## src/rtl/beta_rf_seq.sv

```systemverilog
// Beta register-file port sequencer: launches reads, hands operands to execute, sequences writeback.
// Optional build macro RF_SKIP_R31_WR_EN: suppress non-exception writes to R31.
module beta_rf_seq #(
  parameter int         RD_LAT  = 2,
  parameter int         WD_HOLD = 2,
  parameter logic [5:0] ST_OP   = 6'h19
) (
  input  logic        clock,
  input  logic        reset_n,
  input  logic        inst_valid,
  input  logic [31:0] inst,
  output logic        inst_ready,
  output logic [4:0]  ra,
  output logic [4:0]  rb,
  output logic [4:0]  rc,
  output logic        ra2sel,
  output logic        wasel,
  output logic        werf,
  output logic [31:0] wdata,
  input  logic [31:0] radata,
  input  logic [31:0] rbdata,
  output logic        op_valid,
  input  logic        op_ready,
  output logic [31:0] op_a,
  output logic [31:0] op_b,
  output logic [4:0]  op_rc,
  input  logic        res_valid,
  input  logic [31:0] res_data,
  input  logic        res_exc,
  output logic        res_ready,
  output logic        busy
);

  typedef enum logic [2:0] {
    S_IDLE    = 3'd0,
    S_RD_WAIT = 3'd1,
    S_OP_OUT  = 3'd2,
    S_WB_WAIT = 3'd3,
    S_WR_HOLD = 3'd4
  } state_t;

`ifdef RF_SKIP_R31_WR_EN
  localparam bit SKIP_R31 = 1'b1;
`else
  localparam bit SKIP_R31 = 1'b0;
`endif

  localparam logic [7:0] RD_LAST = 8'(RD_LAT - 1);
  localparam logic [7:0] WD_LAST = 8'(WD_HOLD - 1);

  state_t     state_reg;
  logic [7:0] cnt_reg;
  logic       is_st_reg;
  logic       skip_wr;
  logic       unused_inst;

  // Literal field [10:0] is not needed on this port.
  assign unused_inst = ^inst[10:0];
  assign skip_wr     = SKIP_R31 && (rc == 5'd31);

  always_ff @(posedge clock or negedge reset_n) begin
    if (!reset_n) begin
      state_reg  <= S_IDLE;
      cnt_reg    <= '0;
      is_st_reg  <= 1'b0;
      inst_ready <= 1'b1;
      ra         <= '0;
      rb         <= '0;
      rc         <= '0;
      ra2sel     <= 1'b0;
      wasel      <= 1'b0;
      werf       <= 1'b0;
      wdata      <= '0;
      op_valid   <= 1'b0;
      op_a       <= '0;
      op_b       <= '0;
      op_rc      <= '0;
      res_ready  <= 1'b0;
      busy       <= 1'b0;
    end else begin
      case (state_reg)
        S_IDLE: begin
          if (inst_valid && inst_ready) begin
            ra         <= inst[20:16];
            rb         <= inst[15:11];
            rc         <= inst[25:21];
            ra2sel     <= (inst[31:26] == ST_OP);
            is_st_reg  <= (inst[31:26] == ST_OP);
            werf       <= 1'b0;
            wasel      <= 1'b0;
            cnt_reg    <= '0;
            inst_ready <= 1'b0;
            busy       <= 1'b1;
            state_reg  <= S_RD_WAIT;
          end
        end

        S_RD_WAIT: begin
          if (cnt_reg == RD_LAST) begin
            op_a      <= radata;
            op_b      <= rbdata;
            op_rc     <= rc;
            op_valid  <= 1'b1;
            state_reg <= S_OP_OUT;
          end else begin
            cnt_reg <= cnt_reg + 8'd1;
          end
        end

        S_OP_OUT: begin
          if (op_valid && op_ready) begin
            op_valid  <= 1'b0;
            res_ready <= 1'b1;
            state_reg <= S_WB_WAIT;
          end
        end

        S_WB_WAIT: begin
          if (res_valid) begin
            wdata     <= res_data;
            res_ready <= 1'b0;
            cnt_reg   <= '0;
            if (res_exc) begin
              wasel     <= 1'b1;
              werf      <= 1'b1;
              state_reg <= S_WR_HOLD;
            end else if (is_st_reg || skip_wr) begin
              // Nothing to write: release straight back to fetch.
              inst_ready <= 1'b1;
              busy       <= 1'b0;
              state_reg  <= S_IDLE;
            end else begin
              wasel     <= 1'b0;
              werf      <= 1'b1;
              state_reg <= S_WR_HOLD;
            end
          end
        end

        S_WR_HOLD: begin
          werf <= 1'b0;
          if (cnt_reg == WD_LAST) begin
            wasel      <= 1'b0;
            inst_ready <= 1'b1;
            busy       <= 1'b0;
            state_reg  <= S_IDLE;
          end else begin
            cnt_reg <= cnt_reg + 8'd1;
          end
        end

        default: begin
          inst_ready <= 1'b1;
          busy       <= 1'b0;
          op_valid   <= 1'b0;
          res_ready  <= 1'b0;
          werf       <= 1'b0;
          state_reg  <= S_IDLE;
        end
      endcase
    end
  end

endmodule

```

## config.mk

```make
export PLATFORM = sky130hd
export DESIGN_NAME = beta_rf_seq
export DESIGN_NICKNAME = d
export VERILOG_FILES = /design/src/rtl/beta_rf_seq.sv
export SDC_FILE = /design/constraint.sdc
export NUM_CORES = 1
export LEC_CHECK = 0
export CAP_MARGIN = 20
export CORE_UTILIZATION = 42
export CTS_BUF_LIST = sky130_fd_sc_hd__clkbuf_2 sky130_fd_sc_hd__clkbuf_4 sky130_fd_sc_hd__clkbuf_8
export DETAILED_ROUTE_END_ITERATION = 12
export PLACE_DENSITY = 0.88
export SYNTH_ARGS = -nofsm -noshare
export SYNTH_HDL_FRONTEND = slang
export SYNTH_SLANG_ARGS = --single-unit
```

## constraint.sdc

```tcl
create_clock -name clock -period 2.72 [get_ports clock]
set_clock_uncertainty 0.2 [all_clocks]
set_input_delay 0.544 -clock clock [delete_from_list [all_inputs] [get_ports clock]]
set_output_delay 0.544 -clock clock [all_outputs]
set_load 0.05 [all_outputs]
```

==> flow_metrics.env <==
export IMPL_leakage_nw=3.78
export IMPL_finalNetCount=852
export IMPL_grt_max_degree=70
export IMPL_grt_use_total=0.220
export IMPL_syn_area_mm2=0.00540
export IMPL_io_buffers=245
export IMPL_fin_crit_ns=2.55
export IMPL_crit_fanout=4
export IMPL_critPathSlowestCell="clkdlybuf4s50_1"
export IMPL_ant_nets=0
export IMPL_start_kind="flop"
export IMPL_clock_latency_ns=0.43
export IMPL_synth_yosys_seq_area_share=0.621
export IMPL_yosysUniqueCellTypes=42
export IMPL_r2r_slack_ns=0.22
export IMPL_hold_class="flop to flop"
export IMPL_core_area_mm2=0.0126
export IMPL_num_vias=4366
export IMPL_post_route_util=0.678
export IMPL_start_util=0.430
export IMPL_overflow=0
export IMPL_required_ns=1.98
export IMPL_drv_cap=0
export IMPL_reg_largest_list="op_a: 32 flops, op_b: 32 flops, wdata: 32 flops"
export IMPL_cts_buffers=17
export IMPL_pin_count=257
export IMPL_min_path_cells=2
export IMPL_rsz0062_at_grt="no"
export IMPL_power_density_mw_per_mm2=1480
export IMPL_crit_path_max_incr_delay_ns=0.81
export IMPL_rows=41
export IMPL_nFillCells=923
export IMPL_synth_seq_cells=134
export IMPL_synth_area_leader_cell="dfrtp_1"
export IMPL_die_h_um=115
export IMPL_synthTopCellsByArea="dfrtp_1 62%, mux2_2 13%, nand2_1 11%, mux2_1 2.1%, buf_4 0.83%"
export IMPL_critical_path_top_delay_family="buffers and inverters"
export IMPL_path_cells="clkdlybuf4s50_1"
export IMPL_slew_headroom=0.607
export IMPL_grt_antenna_before_repair=0
export IMPL_path_class="flop to primary output"
export IMPL_clkTransAtPathRegs_ns=0.07
export IMPL_grt_pass1_wl_um=22100
export IMPL_htreeDepth=4
export IMPL_remaining_drc_errors=0
export IMPL_async_flop_share=1.00
export IMPL_synthesis_nets=597
export IMPL_worst_pin_slew_ns=0.587
export IMPL_synth_most_common_cell="nand2_1"
export IMPL_worst_path_stages=1
export IMPL_cts_tree="yes"
export IMPL_yosysTopAreaCellShare=0.616
export IMPL_synth_edf_count=0
export IMPL_end_kind="primary output"
export IMPL_firstDrtPassIters=4
export IMPL_final_max_slew_viol_count=0
export IMPL_layout_drive_gt1_share=0.158
export IMPL_die_w_um=115
export IMPL_max_freq_mhz=392
export IMPL_vias_per_cell=4.85
export IMPL_r2r_cells=7
export IMPL_area_growth_pct=57.7
export IMPL_cp_data_arrival_time_ns=1.81
export IMPL_dieArea_mm2=0.0133
export IMPL_drt_wl_total_um=14400
export IMPL_ys_flop_type="dfrtp_1"
export IMPL_synth_warning_count=0
export IMPL_hold_violations=0
export IMPL_clock_sinks=134
export IMPL_avgSynthCellArea_um2=11.7
export IMPL_clock_root_buffer="clkbuf_8"
export IMPL_place_hpwl_um=10500
export IMPL_antennaDiodeCount=0
export IMPL_post_drt_wl_per_cell_um=16.0
export IMPL_globalplace_congestion=0.833
export IMPL_tns_ns=0
export IMPL_grt_pass1_vias=4370
export IMPL_clock_path_buffers=2
export IMPL_status="finished clean"
export IMPL_fin_crit_sh=0.937
export IMPL_crit_buf_inv=1
export IMPL_peakVddDrop_v=0.000604
export IMPL_first_iter_violations=192
export IMPL_synthCells=461
export IMPL_synth_common_cells="155 x nand2_1, 133 x dfrtp_1, 60 x mux2_2"
export IMPL_setup_viol=0
export IMPL_postCtsSetupBuffers=0
final cells by class:
cell class	instances	area (um^2)	area share
Timing Repair Buffer	258	2570	0.302
Tap cell	172	215	0.0253
Clock buffer	23	298	0.0349
Inverter	7	26.3	0.00308
Sequential cell	134	3350	0.394
Multi-Input combinational cell	298	1900	0.223
Clock inverter	9	148	0.0173
through the flow:
stage	area [um^2]	cells	hold WS, ns	setup WS, ns	power (W)
floorplan	5400	461	0.0484	0.514	0.00830
finish	8520	901	0.278	0.171	0.0126
global placement	8070	868	0.259	0.312	0.0106
CTS	8520	901	0.281	0.139	0.0127
global route	8520	901	0.307	0.0435	0.0132
detailed placement	8070	868	0.263	0.231	0.0109
path summary, 6_finish.rpt:
check	endpoint	startpoint
max	inst_ready	inst_ready$_DFFE_PN1P_
min reg2reg	ra[3]$_DFFE_PN0P_	ra[3]$_DFFE_PN0P_
min in group asynchronous	wdata[22]$_DFFE_PN0P_	reset_n
min	ra[3]$_DFFE_PN0P_	ra[3]$_DFFE_PN0P_
max in group asynchronous	op_a[12]$_DFFE_PN0P_	reset_n
max reg2reg	op_a[0]$_DFFE_PN0P_	cnt_reg[1]$_DFFE_PN0P_
cell families (layout without fill, tap and decap cells):
kind of cell | count (synthesis) | count (layout) | share of synthesized area
xor gates and xnor gates | 3 | 3 | 0.00486
AOI/OAI and AO/OA | 36 | 36 | 0.0479
muxes | 71 | 71 | 0.148
buffers and inverters | 29 | 297 | 0.0280
and+or+nand+nor | 186 | 186 | 0.146
adders and majority gates | 2 | 2 | 0.00463
DFF | 134 | 134 | 0.621
power breakdown:
group	switching [W]	total [W]	internal (W)
clock	0.000728	0.00183	0.00110
combinational	0.00463	0.00726	0.00263
sequential	0.000580	0.00354	0.00296
total	0.00594	0.0126	0.00669
routing by layer:
metal	vias up	routed length, um	part of all wire	global-route usage
met5	-	0	0	0
met2	159	7640	0.53	0.396
li1	2062	-	-	-
met3	26	1020	0.071	0.0617
met4	0	337	0.023	0.0961
met1	2119	5370	0.37	0.242
cell usage in the layout, fill, tap and decap left out, types with 2 or more instances in the layout:
| master | n |
|---|---|
| a211o_1 | 2 |
| a21oi_1 | 3 |
| a311o_1 | 2 |
| a31o_2 | 2 |
| a31oi_1 | 7 |
| a41oi_1 | 2 |
| buf_12 | 2 |
| buf_4 | 11 |
| bufinv_16 | 4 |
| clkbuf_4 | 3 |
| clkbuf_8 | 20 |
| clkdlybuf4s50_1 | 244 |
| clkinv_2 | 4 |
| dfrtp_1 | 133 |
| ha_1 | 2 |
| inv_1 | 7 |
| mux2_1 | 10 |
| mux2_2 | 60 |
| nand2_1 | 155 |
| nand3_1 | 5 |
| nand3b_1 | 2 |
| nand4b_1 | 2 |
| nor2_1 | 7 |
| nor3_1 | 2 |
| nor4bb_1 | 2 |
| o21a_1 | 2 |
| o21ai_0 | 8 |
| o32ai_1 | 2 |
| or3_1 | 2 |
| xnor2_1 | 3 |
tightest hold or removal path, stage by stage, from the launching register on:
cell and delay, ns:
dfrtp_1 0.34, nand2_1 0.05, nand2_1 0.06
repair_timing:
action | CTS | global route
hold endpoints to repair | 38 | 0
resized for setup | 0 | 0
setup endpoints to repair | 0 | 0
hold buffers | 1 | 0
Note: power is estimated with default switching activity, not from simulation.
